$ cat src/rtl/chord_pkg.sv
// Shared types and constants for the polyphonic chord mixer.
// Holds the mixer state encoding, note/duration widths and sizing helpers.
package chord_pkg;

  typedef enum logic [1:0] {
    IDLE,
    WAIT,
    ACCUM,
    OUT
  } mix_state_e;

  localparam int NOTE_W = 6;
  localparam int DUR_W  = 6;

  // Accumulator wide enough to sum every voice without wrapping.
  function automatic int acc_width(input int sample_w,
                                   input int voices);
    return sample_w + $clog2(voices);
  endfunction

  function automatic longint sat_max(input int sample_w);
    return (longint'(1) <<< (sample_w - 1)) - 1;
  endfunction

  function automatic longint sat_min(input int sample_w);
    return -(longint'(1) <<< (sample_w - 1));
  endfunction

endpackage

$ cat src/rtl/voice_allocator.sv
// Voice slot bookkeeping: busy mask, lowest-free pick,
// load strobe, acknowledge and sticky overflow.
module voice_allocator
  import chord_pkg::*;
#(
  parameter int NUM_VOICES = 4
) (
  input  logic                  clk,
  input  logic                  reset,
  input  logic                  play,
  input  logic                  load_note,
  input  logic [NOTE_W-1:0]     note_in,
  input  logic [DUR_W-1:0]      dur_in,
  input  logic [NUM_VOICES-1:0] voice_done,
  output logic                  load_ack,
  output logic [NUM_VOICES-1:0] voice_load,
  output logic [NOTE_W-1:0]     voice_note,
  output logic [DUR_W-1:0]      voice_dur,
  output logic [NUM_VOICES-1:0] voice_busy,
  output logic                  alloc_overflow
);

  logic [NUM_VOICES-1:0] busy_q, busy_d;
  logic [NUM_VOICES-1:0] load_q, load_d;
  logic [NUM_VOICES-1:0] pick;
  logic [NOTE_W-1:0]     note_q, note_d;
  logic [DUR_W-1:0]      dur_q, dur_d;
  logic                  ack_q, ack_d;
  logic                  ovf_q, ovf_d;
  logic                  found;

  always_comb begin
    pick  = '0;
    found = 1'b0;
    for (int v = 0; v < NUM_VOICES; v++) begin
      if (!busy_q[v] && !found) begin
        pick[v] = 1'b1;
        found   = 1'b1;
      end
    end
    busy_d = busy_q & ~voice_done;
    load_d = '0;
    ack_d  = 1'b0;
    note_d = note_q;
    dur_d  = dur_q;
    ovf_d  = ovf_q;
    if (play && load_note) begin
      ack_d = 1'b1;
      if (note_in != '0) begin
        if (found) begin
          load_d = pick;
          busy_d = busy_d | pick;
          note_d = note_in;
          dur_d  = dur_in;
        end else begin
          ovf_d = 1'b1;
        end
      end
    end
  end

  always_ff @(posedge clk) begin
    if (reset) begin
      busy_q <= '0;
      load_q <= '0;
      note_q <= '0;
      dur_q  <= '0;
      ack_q  <= 1'b0;
      ovf_q  <= 1'b0;
    end else begin
      busy_q <= busy_d;
      load_q <= load_d;
      note_q <= note_d;
      dur_q  <= dur_d;
      ack_q  <= ack_d;
      ovf_q  <= ovf_d;
    end
  end

  assign load_ack       = ack_q;
  assign voice_load     = load_q;
  assign voice_note     = note_q;
  assign voice_dur      = dur_q;
  assign voice_busy     = busy_q;
  assign alloc_overflow = ovf_q;

endmodule

$ cat src/rtl/poly_chord_mixer.sv
// Polyphonic chord player: voice allocation plus a sequential
// one-voice-per-cycle mixer with gain shift and saturation.
module poly_chord_mixer
  import chord_pkg::*;
#(
  parameter int NUM_VOICES = 4,
  parameter int SAMPLE_W   = 16,
  parameter int GAIN_SHIFT = 2,
  parameter int TIMEOUT    = 255
) (
  input  logic                           clk,
  input  logic                           reset,
  input  logic                           play,
  input  logic                           load_note,
  input  logic [NOTE_W-1:0]              note_in,
  input  logic [DUR_W-1:0]               dur_in,
  output logic                           load_ack,
  output logic [NUM_VOICES-1:0]          voice_load,
  output logic [NOTE_W-1:0]              voice_note,
  output logic [DUR_W-1:0]               voice_dur,
  input  logic [NUM_VOICES-1:0]          voice_done,
  output logic [NUM_VOICES-1:0]          voice_busy,
  output logic                           alloc_overflow,
  input  logic                           generate_next_sample,
  input  logic [NUM_VOICES*SAMPLE_W-1:0] voice_sample,
  input  logic [NUM_VOICES-1:0]          voice_sample_ready,
  output logic signed [SAMPLE_W-1:0]     sample_out,
  output logic                           sample_ready,
  output logic                           timeout_flag
);

  localparam int ACC_W = acc_width(SAMPLE_W, NUM_VOICES);
  localparam int IDX_W = $clog2(NUM_VOICES);
  localparam int CNT_W = (TIMEOUT < 1) ? 1 : $clog2(TIMEOUT + 1);
  localparam logic signed [ACC_W-1:0] SAT_HI =
    ACC_W'(sat_max(SAMPLE_W));
  localparam logic signed [ACC_W-1:0] SAT_LO =
    ACC_W'(sat_min(SAMPLE_W));

  voice_allocator #(
    .NUM_VOICES(NUM_VOICES)
  ) u_alloc (
    .clk           (clk),
    .reset         (reset),
    .play          (play),
    .load_note     (load_note),
    .note_in       (note_in),
    .dur_in        (dur_in),
    .voice_done    (voice_done),
    .load_ack      (load_ack),
    .voice_load    (voice_load),
    .voice_note    (voice_note),
    .voice_dur     (voice_dur),
    .voice_busy    (voice_busy),
    .alloc_overflow(alloc_overflow)
  );

  mix_state_e                  state_q, state_d;
  logic [NUM_VOICES-1:0]       mask_q, mask_d;
  logic [NUM_VOICES-1:0]       rdy_q, rdy_d;
  logic signed [SAMPLE_W-1:0]  samp_q [NUM_VOICES];
  logic signed [SAMPLE_W-1:0]  samp_d [NUM_VOICES];
  logic [CNT_W-1:0]            cnt_q, cnt_d;
  logic [IDX_W-1:0]            idx_q, idx_d;
  logic signed [ACC_W-1:0]     acc_q, acc_d;
  logic signed [ACC_W-1:0]     term, shr;
  logic signed [SAMPLE_W-1:0]  out_q, out_d;
  logic                        srdy_q, srdy_d;
  logic                        to_q, to_d;
  logic                        lat_en;

  always_comb begin
    state_d = state_q;
    mask_d  = mask_q;
    rdy_d   = rdy_q;
    samp_d  = samp_q;
    cnt_d   = cnt_q;
    idx_d   = idx_q;
    acc_d   = acc_q;
    out_d   = out_q;
    srdy_d  = 1'b0;
    to_d    = to_q;
    term    = '0;
    shr     = '0;
    lat_en  = 1'b0;
    unique case (state_q)
      IDLE: begin
        if (generate_next_sample) begin
          mask_d  = voice_busy;
          rdy_d   = '0;
          cnt_d   = '0;
          lat_en  = 1'b1;
          state_d = WAIT;
        end
      end
      WAIT: begin
        lat_en = 1'b1;
        if ((rdy_q & mask_q) == mask_q) begin
          acc_d   = '0;
          idx_d   = '0;
          state_d = ACCUM;
        end else if (cnt_q == CNT_W'(TIMEOUT)) begin
          to_d    = 1'b1;
          acc_d   = '0;
          idx_d   = '0;
          state_d = ACCUM;
        end else begin
          cnt_d = cnt_q + CNT_W'(1);
        end
      end
      ACCUM: begin
        term = {{(ACC_W-SAMPLE_W){samp_q[idx_q][SAMPLE_W-1]}},
                samp_q[idx_q]};
        if (mask_q[idx_q] && rdy_q[idx_q]) begin
          acc_d = acc_q + term;
        end
        if (idx_q == IDX_W'(NUM_VOICES - 1)) begin
          state_d = OUT;
        end else begin
          idx_d = idx_q + IDX_W'(1);
        end
      end
      OUT: begin
        shr = acc_q >>> GAIN_SHIFT;
        if (!play) begin
          out_d = '0;
        end else if (shr > SAT_HI) begin
          out_d = SAT_HI[SAMPLE_W-1:0];
        end else if (shr < SAT_LO) begin
          out_d = SAT_LO[SAMPLE_W-1:0];
        end else begin
          out_d = shr[SAMPLE_W-1:0];
        end
        srdy_d  = 1'b1;
        state_d = IDLE;
      end
      default: state_d = IDLE;
    endcase
    // Ready latches OR in after the request clears them.
    if (lat_en) begin
      for (int v = 0; v < NUM_VOICES; v++) begin
        if (voice_sample_ready[v]) begin
          samp_d[v] = voice_sample[v*SAMPLE_W +: SAMPLE_W];
          rdy_d[v]  = 1'b1;
        end
      end
    end
  end

  always_ff @(posedge clk) begin
    if (reset) begin
      state_q <= IDLE;
      mask_q  <= '0;
      rdy_q   <= '0;
      cnt_q   <= '0;
      idx_q   <= '0;
      acc_q   <= '0;
      out_q   <= '0;
      srdy_q  <= 1'b0;
      to_q    <= 1'b0;
      for (int v = 0; v < NUM_VOICES; v++) begin
        samp_q[v] <= '0;
      end
    end else begin
      state_q <= state_d;
      mask_q  <= mask_d;
      rdy_q   <= rdy_d;
      cnt_q   <= cnt_d;
      idx_q   <= idx_d;
      acc_q   <= acc_d;
      out_q   <= out_d;
      srdy_q  <= srdy_d;
      to_q    <= to_d;
      for (int v = 0; v < NUM_VOICES; v++) begin
        samp_q[v] <= samp_d[v];
      end
    end
  end

  assign sample_out   = out_q;
  assign sample_ready = srdy_q;
  assign timeout_flag = to_q;

endmodule

$ cat config.mk
export PLATFORM = sky130hd
export DESIGN_NAME = poly_chord_mixer
export DESIGN_NICKNAME = d
export VERILOG_FILES = /design/src/rtl/chord_pkg.sv /design/src/rtl/voice_allocator.sv /design/src/rtl/poly_chord_mixer.sv
export SDC_FILE = /design/constraint.sdc
export NUM_CORES = 1
export LEC_CHECK = 0
export ABC_CLOCK_PERIOD_IN_PS = 10000
export CORE_ASPECT_RATIO = 1.25
export CORE_UTILIZATION = 45
export DETAILED_ROUTE_END_ITERATION = 10
export PLACE_DENSITY = 0.68
export SLEW_MARGIN = 20
export SYNTH_ARGS = -nofsm -noshare
export SYNTH_HDL_FRONTEND = slang
export SYNTH_SLANG_ARGS = --single-unit
$ cat constraint.sdc
create_clock -name clk -period 10 [get_ports clk]
set_clock_uncertainty 0.15 [all_clocks]
set_input_delay 2 -clock clk [delete_from_list [all_inputs] [get_ports clk]]
set_output_delay 2 -clock clk [all_outputs]
set_load 0.02 [all_outputs]
==> out/results.ini, run 1 <==
[sta]
worstMarginPinSlew_ps = 1070
setup_violations = 0
fin_tns_setup_ps = 0
finalHoldViolCount = 0
holdWs_ps = 303
min_period_ps = 3790
setup_slack_ps = 6210
relSlewSlack_pct = 28.8
slew_viol_final = 0
rsz0062_at_grt = false
clock.fmax_mhz = 264
fin_crit_sh_pct = 37.9

[place]
routabilityCongestion = 0.926
dp_hpwl_um = 12600
pre_cts_slack_ps = 5620
io_buffers = 128

[route]
wl_um = 16800
drtIter0Drc = 294
drc = 0
viasPerCell = 5.44
vias = 5565
drtAntennaViolNets = 0
wl_per_cell_um = 16.5
dr.pass1.iters = 5

[floorplan]
die_w_um = 108
dieArea_mm2 = 0.0146
rows = 48
fp.dieH_um = 135
num_io_pins = 129
initial_utilization_pct = 45.9
fp.coreArea_mm2 = 0.0138

[clock_network]
post_cts_buffers = 0
cts_resized = 0
clock_sinks = 142
cts_max_path_buffers = 2
cts_tree = built
numCtsBuffers = 17
htreeDepth = 4
cts_hold_buf = 0
cts_root_buf = clkbuf_16
path_clk_slew_ps = 60
clk-insertion-delay-late_ps = 420

[global_route]
grt_pass1_vias = 5627
grt_max_degree = 60
grt_first_pass_wirelength_um = 27300
gr-usage-all-layers_pct = 24.8
grtUsageMet1_pct = 26.4
grt_use_met3_pct = 5.65
busiest_layer = met2
grt.overflow.total = 0
met2_usage_pct = 45.4
antenna_found_initial = 0

[logic_synthesis]
ys_seq_area_share_pct = 44.8
synth_flop_cell = dfxtp_1
synth-edff-count = 0
yosys_warnings = 0
synth.distinct_cells = 57
synth_cells = 715
syn_area_mm2 = 0.00634
syn_nets = 828
synth-async-reset-ratio_pct = 0
syn_area_per_cell_um2 = 8.87
synth_seq_cells = 142

[worst_setup_path]
path_class = primary input to flop
rr_worst_depth = 10
arrival_ps = 3990
r2r-end = acc_q[7]
reg2reg_slack_ps = 6240
worstPathMaxFanout = 9
start_kind = primary input
crit_start = generate_next_sample
r2r_start = idx_q[1]
crit_required_ps = 10200
cp-end-kind = flop

[hold_path]
holdPathStages = 2
min_to = samp_q[36]
worstHoldStart = samp_q[36]
hold_path.class = flop to flop

[power_and_ir_drop]
vdd_drop_max_uv = 172
power_density_mw_per_mm2 = 212
power_leakage_nw = 3.18

[finish]
drive_above_1_share_pct = 8.61
area_growth_syn_to_layout_pct = 32.8
multi_input_area_mm2 = 0.00329
layout.nets = 948
seqCellArea_mm2 = 0.00284
diodes = 0
fillers = 1188

[run_status]
status = complete, no violations

[job]
cap_violations = 0

-- kinds of logic (layout without fill, tap and decap cells) --
family / Yosys count / in the layout / synth area share, %
adder cells (fa/ha/maj): 24 / 24 / 4.85
XOR/XNOR: 17 / 17 / 2.35
multiplexers: 30 / 30 / 7.91
AND/OR/NAND/NOR: 278 / 278 / 19.1
flip-flops: 142 / 142 / 44.8
buffers and inverters: 51 / 184 / 3.31
AO/OA/AOI/OAI: 173 / 173 / 17.7
-- worst max-delay path, cell delays in order --
cell and delay (ps):
clkdlybuf4s50_1 490, and2_1 290, nor2_1 140, nor2b_1 580, buf_4 290, nand2_1 70
a21oi_1 120
-- worst max path at each step --
stage,to,slack [ps],cells after the start
global placement,samp_q[21],5710,6
finish,samp_q[10],6210,7
CTS,samp_q[24],6070,6
detailed placement,samp_q[24],5620,6
floorplan,acc_q[16],6610,11
global route,acc_q[7],5990,10
-- report_power, final --
part | switching (mW) | internal (mW)
Combinational | 0.237 | 0.167
Sequential | 0.0478 | 0.625
Clock | 0.236 | 0.472
-- stage by stage --
step / utilization [%] / total power [mW] / instances / cell area, um^2
floorplan: - / 0.945 / 715 / 6340
global placement: 56.2 / 1.07 / 991 / 7760
detailed placement: 56.2 / 1.09 / 991 / 7760
CTS: 61.0 / 1.79 / 1023 / 8420
global route: 61.0 / 1.87 / 1023 / 8420
finish: 61.0 / 1.78 / 1023 / 8420
-- layout by cell type, fill, tap and decap left out, types with 5 or more instances in the layout --
master | synthesis | final
nand4_1 | 6 | 6
a22o_1 | 24 | 24
dfxtp_1 | 142 | 142
ha_1 | 23 | 23
inv_1 | 14 | 14
xnor2_1 | 8 | 8
clkbuf_16 | 0 | 17
nor2_1 | 42 | 42
nor3_1 | 7 | 7
nand2_1 | 167 | 167
nand3_1 | 15 | 15
o211ai_1 | 6 | 6
nor2b_1 | 10 | 9
bufinv_16 | 0 | 6
mux2i_1 | 13 | 13
o21ai_1 | 5 | 5
nand2b_1 | 6 | 6
a21oi_1 | 95 | 95
o21ai_0 | 11 | 11
clkdlybuf4s50_1 | 0 | 127
xor2_1 | 9 | 9
buf_4 | 0 | 11
mux4_2 | 16 | 16
-- Yosys cell counts, types with 2 or more instances --
cell type	number	area, um^2
a21oi_1	95	475
o21ai_0	11	55.1
and3_1	4	25.0
o211ai_1	6	45.0
or3_1	4	25.0
xnor2_1	8	70.1
nor3b_1	4	30.0
nor2_1	42	158
nand3b_1	4	30.0
dfxtp_1	142	2840
and2_1	3	18.8
o21bai_1	3	22.5
mux4_2	16	360
nand3_1	15	75.1
a21o_1	3	22.5
a211oi_1	2	15.0
o41ai_2	3	48.8
mux2i_1	13	130
clkbuf_1	27	101
nand2_1	167	627
o21a_1	2	15.0
xor2_1	9	78.8
a22o_1	24	210
nand4_1	6	37.5
buf_1	2	7.51
o21ai_1	5	25.0
nor2b_1	10	62.6
a31oi_1	2	12.5
ha_1	23	288
a22oi_1	2	15.0
nor3_1	7	35.0
nand2b_1	6	37.5
inv_1	14	52.6
buf_2	7	35.0
a21o_2	2	17.5
-- flip-flops by register name, indices dropped and copies added (netlist names), 6 cells and up --
name                count
sample_out             16
cnt_q                   8
acc_q                  18
u_alloc.voice_note      6
u_alloc.voice_dur       6
samp_q                 64
-- area by class of cell --
class / count / area share [%]
clock buffer: 20 / 5.30
multi-input combinational: 522 / 39.1
tap: 175 / 2.60
timing repair buffer: 138 / 16.1
inverter: 14 / 0.624
sequential: 142 / 33.8
clock inverter: 12 / 2.56
-- routing by layer --
metal  share of wire [%]  up-vias
met5                   0        -
met4                 2.0        0
met3                 5.0       24
met2                  54      161
met1                  39     2634
li1                    -     2746
Note: power is estimated with default switching activity, not from simulation.
==> run 2, diff against run 1 <==
Settings changed: ABC_CLOCK_PERIOD_IN_PS 10000 to 3900.
Clock period 10 ns to 3.9 ns, I/O delays scaled along.
==> run 2 against run 1 <==
Effect of this change:
- worst setup slack worse by 5800 ps
- combinational power grew to 2.7 times the previous value
- first-iteration DRC count down 24%
- cell area shrank 0.19%
- non-clock buffer count rose by 5
- clock power increased by 130%
- sequential power grew to 2.5 times the previous value
- die area is the same
- sequential cell count unchanged
- via count fell by 0.22%
- largest cell class unchanged
- largest power group is now sequential cells
==> out/results.ini, run 2 (synthesized netlist as in run 1, its figures left out) <==
[run_status]
status = complete, no violations

[worst_setup_path]
endpoint = acc_q[16]
cp-end-kind = flop
crit_required_ps = 4060
r2r-end = acc_q[16]
rr_worst_depth = 12
start_kind = flop
crit_start = idx_q[1]
path_class = flop to flop
arrival_ps = 3640
reg2reg_slack_ps = 420
worstPathMaxFanout = 13
r2r_start = idx_q[1]

[place]
dp_cells = 996
dp_hpwl_um = 12600
io_buffers = 128
routabilityCongestion = 0.893
pre_cts_slack_ps = 405

[route]
viasPerCell = 5.40
drtIter0Drc = 224
vias = 5553
drc = 0
drtAntennaViolNets = 0
wl_per_cell_um = 16.3
wl_um = 16700
dr.pass1.iters = 4

[floorplan]
fp.dieH_um = 135
die_w_um = 108
rows = 48
num_io_pins = 129
fp.coreArea_mm2 = 0.0138
initial_utilization_pct = 45.9
dieArea_mm2 = 0.0146

[power_and_ir_drop]
p_clk_share_pct = 37.2
vdd_drop_max_uv = 362
p_switching_mw = 1.35
internal_power_mw = 3.09
power_leakage_nw = 3.19
comb_power_share_pct = 24.5
p_seq_share_pct = 38.3
p_sw_share_pct = 30.4
power_density_mw_per_mm2 = 527
power.total_mw = 4.43

[sta]
clock.fmax_mhz = 288
finalHoldViolCount = 0
setup_violations = 0
rsz0062_at_grt = false
fin_crit_sh_pct = 89.1
setup_slack_ps = 423
fin_tns_setup_ps = 0
slew_viol_final = 0
min_period_ps = 3480
worstMarginPinSlew_ps = 739
relSlewSlack_pct = 50.7

[clock_network]
clk-insertion-delay-late_ps = 420
cts_resized = 0
path_clk_slew_ps = 60
cts_max_path_buffers = 2
cts_tree = built
cts_root_buf = clkbuf_16
clock_sinks = 142
post_cts_buffers = 0
htreeDepth = 4
numCtsBuffers = 17
cts_hold_buf = 0

[finish]
regMostFlops = samp_q
area_growth_syn_to_layout_pct = 32.5
final_common_cell = nand2_1
largest_reg_flops = 64
fin_cells = 1028
layout.nets = 953
drive_above_1_share_pct = 9.38
fin_util_pct = 60.9
diodes = 0
layout_common_cells = nand2_1 (167), dfxtp_1 (142), clkdlybuf4s50_1 (127)

[job]
cap_violations = 0

[hold_path]
hold_path.class = flop to flop

[global_route]
grt.overflow.total = 0
antenna_found_initial = 0
grt_pass1_vias = 5761
gr-usage-all-layers_pct = 24.3
grt_first_pass_wirelength_um = 27100
grt_max_degree = 55

==> run 2: changes by cell type in the layout (fill, tap and decap cells not counted), moves of 2 or more <==
cell,change
buf_4,+5
bufinv_16,-3
clkinv_2,+3
clkbuf_1,-2
clkbuf_8,+2
==> run 2: worst min-delay path by stage <==
stage                          start          to  slack [ps]  depth (start not counted)
after global routing       samp_q[5]   samp_q[5]         330                          2
after detailed placement  samp_q[57]  samp_q[57]         300                          2
final                     samp_q[57]  samp_q[57]         300                          2
after global placement    samp_q[25]  samp_q[25]         290                          2
after CTS                 samp_q[57]  samp_q[57]         300                          2
after floorplan           samp_q[31]  samp_q[31]         280                          2
==> run 2: worst max-delay path: stages (launching register included) <==
cell	delay [ps]
dfxtp_1	550
buf_4	310
mux4_2	520
ha_1	210
inv_1	80
fa_1	210
nor2b_1	70
o211ai_1	280
a31o_1	250
a31oi_4	130
a221oi_2	310
xnor2_1	90
a22o_1	190
==> run 2: cell type report <==
class,instances,area (um^2)
Tap cell,175,219
Fill cell,1200,5410
Inverter,14,52.6
Clock inverter,12,141
Clock buffer,20,467
Timing Repair Buffer,143,1390
Sequential cell,142,2840
Multi-Input combinational cell,522,3290
==> run 2: power by group through the flow <==
stage / clock, mW / sequential [mW] / combinational (mW)
after floorplan: 0 / 1.70 / 0.720
after global placement: 0 / 1.72 / 1.06
after detailed placement: 0 / 1.73 / 1.08
after CTS: 1.67 / 1.70 / 1.09
after global routing: 1.74 / 1.71 / 1.19
final: 1.65 / 1.70 / 1.09
==> run 2: metal layers <==
metal | track usage (%) | part of all wire (%) | up-vias | wire, um
li1 | - | - | 2751 | -
met1 | 26.9 | 41 | 2626 | 6780
met2 | 43.5 | 52 | 140 | 8690
met3 | 5.21 | 4.6 | 36 | 770
met4 | 12.3 | 2.8 | 0 | 461
met5 | 0 | 0 | - | 0
==> run 2: through the flow <==
| stage | hold WS [ps] | cell area [um^2] |
|---|---|---|
| after CTS | 305 | 8400 |
| final | 302 | 8410 |
| after floorplan | 283 | 6340 |
| after detailed placement | 297 | 7790 |
| after global placement | 291 | 7790 |
| after global routing | 326 | 8410 |
==> run 3, diff against run 2 <==
--- a/config.mk
+++ b/config.mk
@@ -16 +16,2 @@
 export SYNTH_SLANG_ARGS = --single-unit
+export TNS_END_PERCENT = 100
==> constraint.sdc (replaced) <==
create_clock -name clk -period 3.9 [get_ports clk]
set_clock_uncertainty 0.15 [all_clocks]
set_input_delay 0.975 -clock clk [delete_from_list [all_inputs] [get_ports clk]]
set_output_delay 0.975 -clock clk [all_outputs]
set_load 0.02 [all_outputs]
==> run 3 against run 2 <==
Effect of this change:
- total power increased by 3.5%
- die area is the same
- core utilization up 0.39 points
- first-iteration DRC count grew 14%
- highest routed layer unchanged
- clock power rose by 9%
- non-clock buffer count rose by 1
- clock-buffer cell count rose by 1
- largest cell class unchanged
- sequential power barely moved
- largest power group is now the clock network
- combinational power about the same
- routed wire length grew 1.9%
- global-route usage is 0.43 points higher
==> out/results.ini, run 3 (synthesized netlist as in run 1, its figures left out) <==
[floorplan]
fp.coreArea_mm2 = 0.0138
initial_utilization_pct = 45.9
fp.dieH_um = 135
dieArea_mm2 = 0.0146
die_w_um = 108
rows = 48
num_io_pins = 129

[route]
drc = 0
drtIter0Drc = 255
wl_um = 17000
dr.pass1.iters = 5
vias = 5562
viasPerCell = 5.41
drtAntennaViolNets = 0
wl_per_cell_um = 16.5

[power_and_ir_drop]
vdd_drop_max_uv = 339
p_sw_share_pct = 29.7
p_seq_share_pct = 37.0
p_clk_share_pct = 39.1
power_leakage_nw = 3.21
internal_power_mw = 3.23
comb_power_share_pct = 23.8
p_switching_mw = 1.36
power_density_mw_per_mm2 = 543

[hold_path]
hold_path.class = flop to flop
holdPathStages = 2
worstHoldStart = samp_q[29]

[finish]
fillers = 1229
diodes = 0
fin_cells = 1029
drive_above_1_share_pct = 9.25
final_common_cell = nand2_1
area_growth_syn_to_layout_pct = 33.4
layout_common_cells = nand2_1 (167), dfxtp_1 (142), clkdlybuf4s50_1 (127)
layout.nets = 954
largest_reg_flops = 64
regMostFlops = samp_q

[job]
cap_violations = 0

[worst_setup_path]
worstPathMaxFanout = 13
crit_slowest_cell = dfxtp_1
arrival_ps = 3640
path_class = flop to flop
r2r_start = idx_q[1]
start_kind = flop
cp-end-kind = flop
rr_worst_depth = 12
crit_buf_inv = 2
worst-path-stages = 12
critPathTopFamily = compound AO/OA/AOI/OAI gates
crit_start = idx_q[1]
crit_chain = buf_4, mux4_2, ha_1, inv_1, fa_1, nor2b_1, o211ai_1, a31o_1, a31oi_4, a221oi_2, xnor2_1, a22o_1
crit_required_ps = 4070
max_stage_delay_ps = 550

[global_route]
grt.overflow.total = 0
antenna_found_initial = 0
grt_first_pass_wirelength_um = 27500
gr-usage-all-layers_pct = 24.8
grt_pass1_vias = 5728
grt_max_degree = 71

[clock_network]
clock_sinks = 142
cts_max_path_buffers = 2
cts_resized = 0
cts_root_buf = clkbuf_16
post_cts_buffers = 0
path_clk_slew_ps = 60
clk-insertion-delay-late_ps = 430
numCtsBuffers = 17
htreeDepth = 4
cts_hold_buf = 0
cts_tree = built

[sta]
slew_viol_final = 0
worstMarginPinSlew_ps = 762
setup_violations = 0
finalHoldViolCount = 0
clock.fmax_mhz = 288
fin_tns_setup_ps = 0
rsz0062_at_grt = false
min_period_ps = 3480
fin_crit_sh_pct = 89.1
relSlewSlack_pct = 49.2

[place]
dp_cells = 997
io_buffers = 128
routabilityCongestion = 0.881
dp_hpwl_um = 12800

[run_status]
status = complete, no violations

==> run 3: changes by cell type in the layout (fill, tap and decap cells not counted), sizes merged <==
| cell | previous run | this run |
|---|---|---|
| buf | 16 | 17 |
| bufinv | 3 | 5 |
| clkbuf | 20 | 21 |
| clkinv | 8 | 5 |
==> run 3: worst paths after layout <==
kind	endpoint	slack, ps
max	acc_q[16]	420
min	samp_q[29]	310
max reg2reg	acc_q[16]	420
min reg2reg	samp_q[29]	310
==> run 3: layout make-up <==
cell class / instances / area [um^2] / share of cell area [%]
multi-input combinational: 522 / 3290 / 38.9
tap: 175 / 219 / 2.59
clock buffer: 21 / 470 / 5.56
clock inverter: 11 / 186 / 2.20
inverter: 14 / 52.6 / 0.621
timing repair buffer: 144 / 1400 / 16.5
sequential: 142 / 2840 / 33.6
==> run 3: metrics by stage <==
stage	util (%)	hold slack, ps	power (mW)	setup WS (ps)	area, um^2
3_5_place_dp	56.5	297	2.82	425	7800
4_1_cts	61.2	305	4.61	411	8460
2_1_floorplan	-	283	2.42	506	6340
3_3_place_gp	56.5	292	2.78	507	7800
6_report	61.2	305	4.59	423	8460
5_1_grt	61.2	318	4.80	162	8460
==> run 3: metal layers <==
metal	track usage, %	share of wire [%]	vias to the layer above
li1	-	-	2746
met4	10.0	2.3	0
met1	27.5	39	2619
met2	44.1	52	168
met3	6.95	6.1	29
met5	0	0	-
==> run 3: worst register-to-register path, delay by kind of cell, from the launching register on <==
family	cells	cell delay, ps
compound gates	5	1130
xor+xnor	1	90
fa+ha+maj	2	440
buf+inv	2	380
flops	1	550
mux	1	540
simple gates	1	80
==> run 3: power by group through the flow <==
| stage | Combinational, mW | Sequential (mW) | Clock [mW] |
|---|---|---|---|
| 3_5_place_dp | 1.09 | 1.73 | 0 |
| 5_1_grt | 1.20 | 1.71 | 1.89 |
| 4_1_cts | 1.10 | 1.70 | 1.81 |
| 3_3_place_gp | 1.06 | 1.72 | 0 |
| 2_1_floorplan | 0.720 | 1.70 | 0 |
| 6_report | 1.09 | 1.70 | 1.80 |
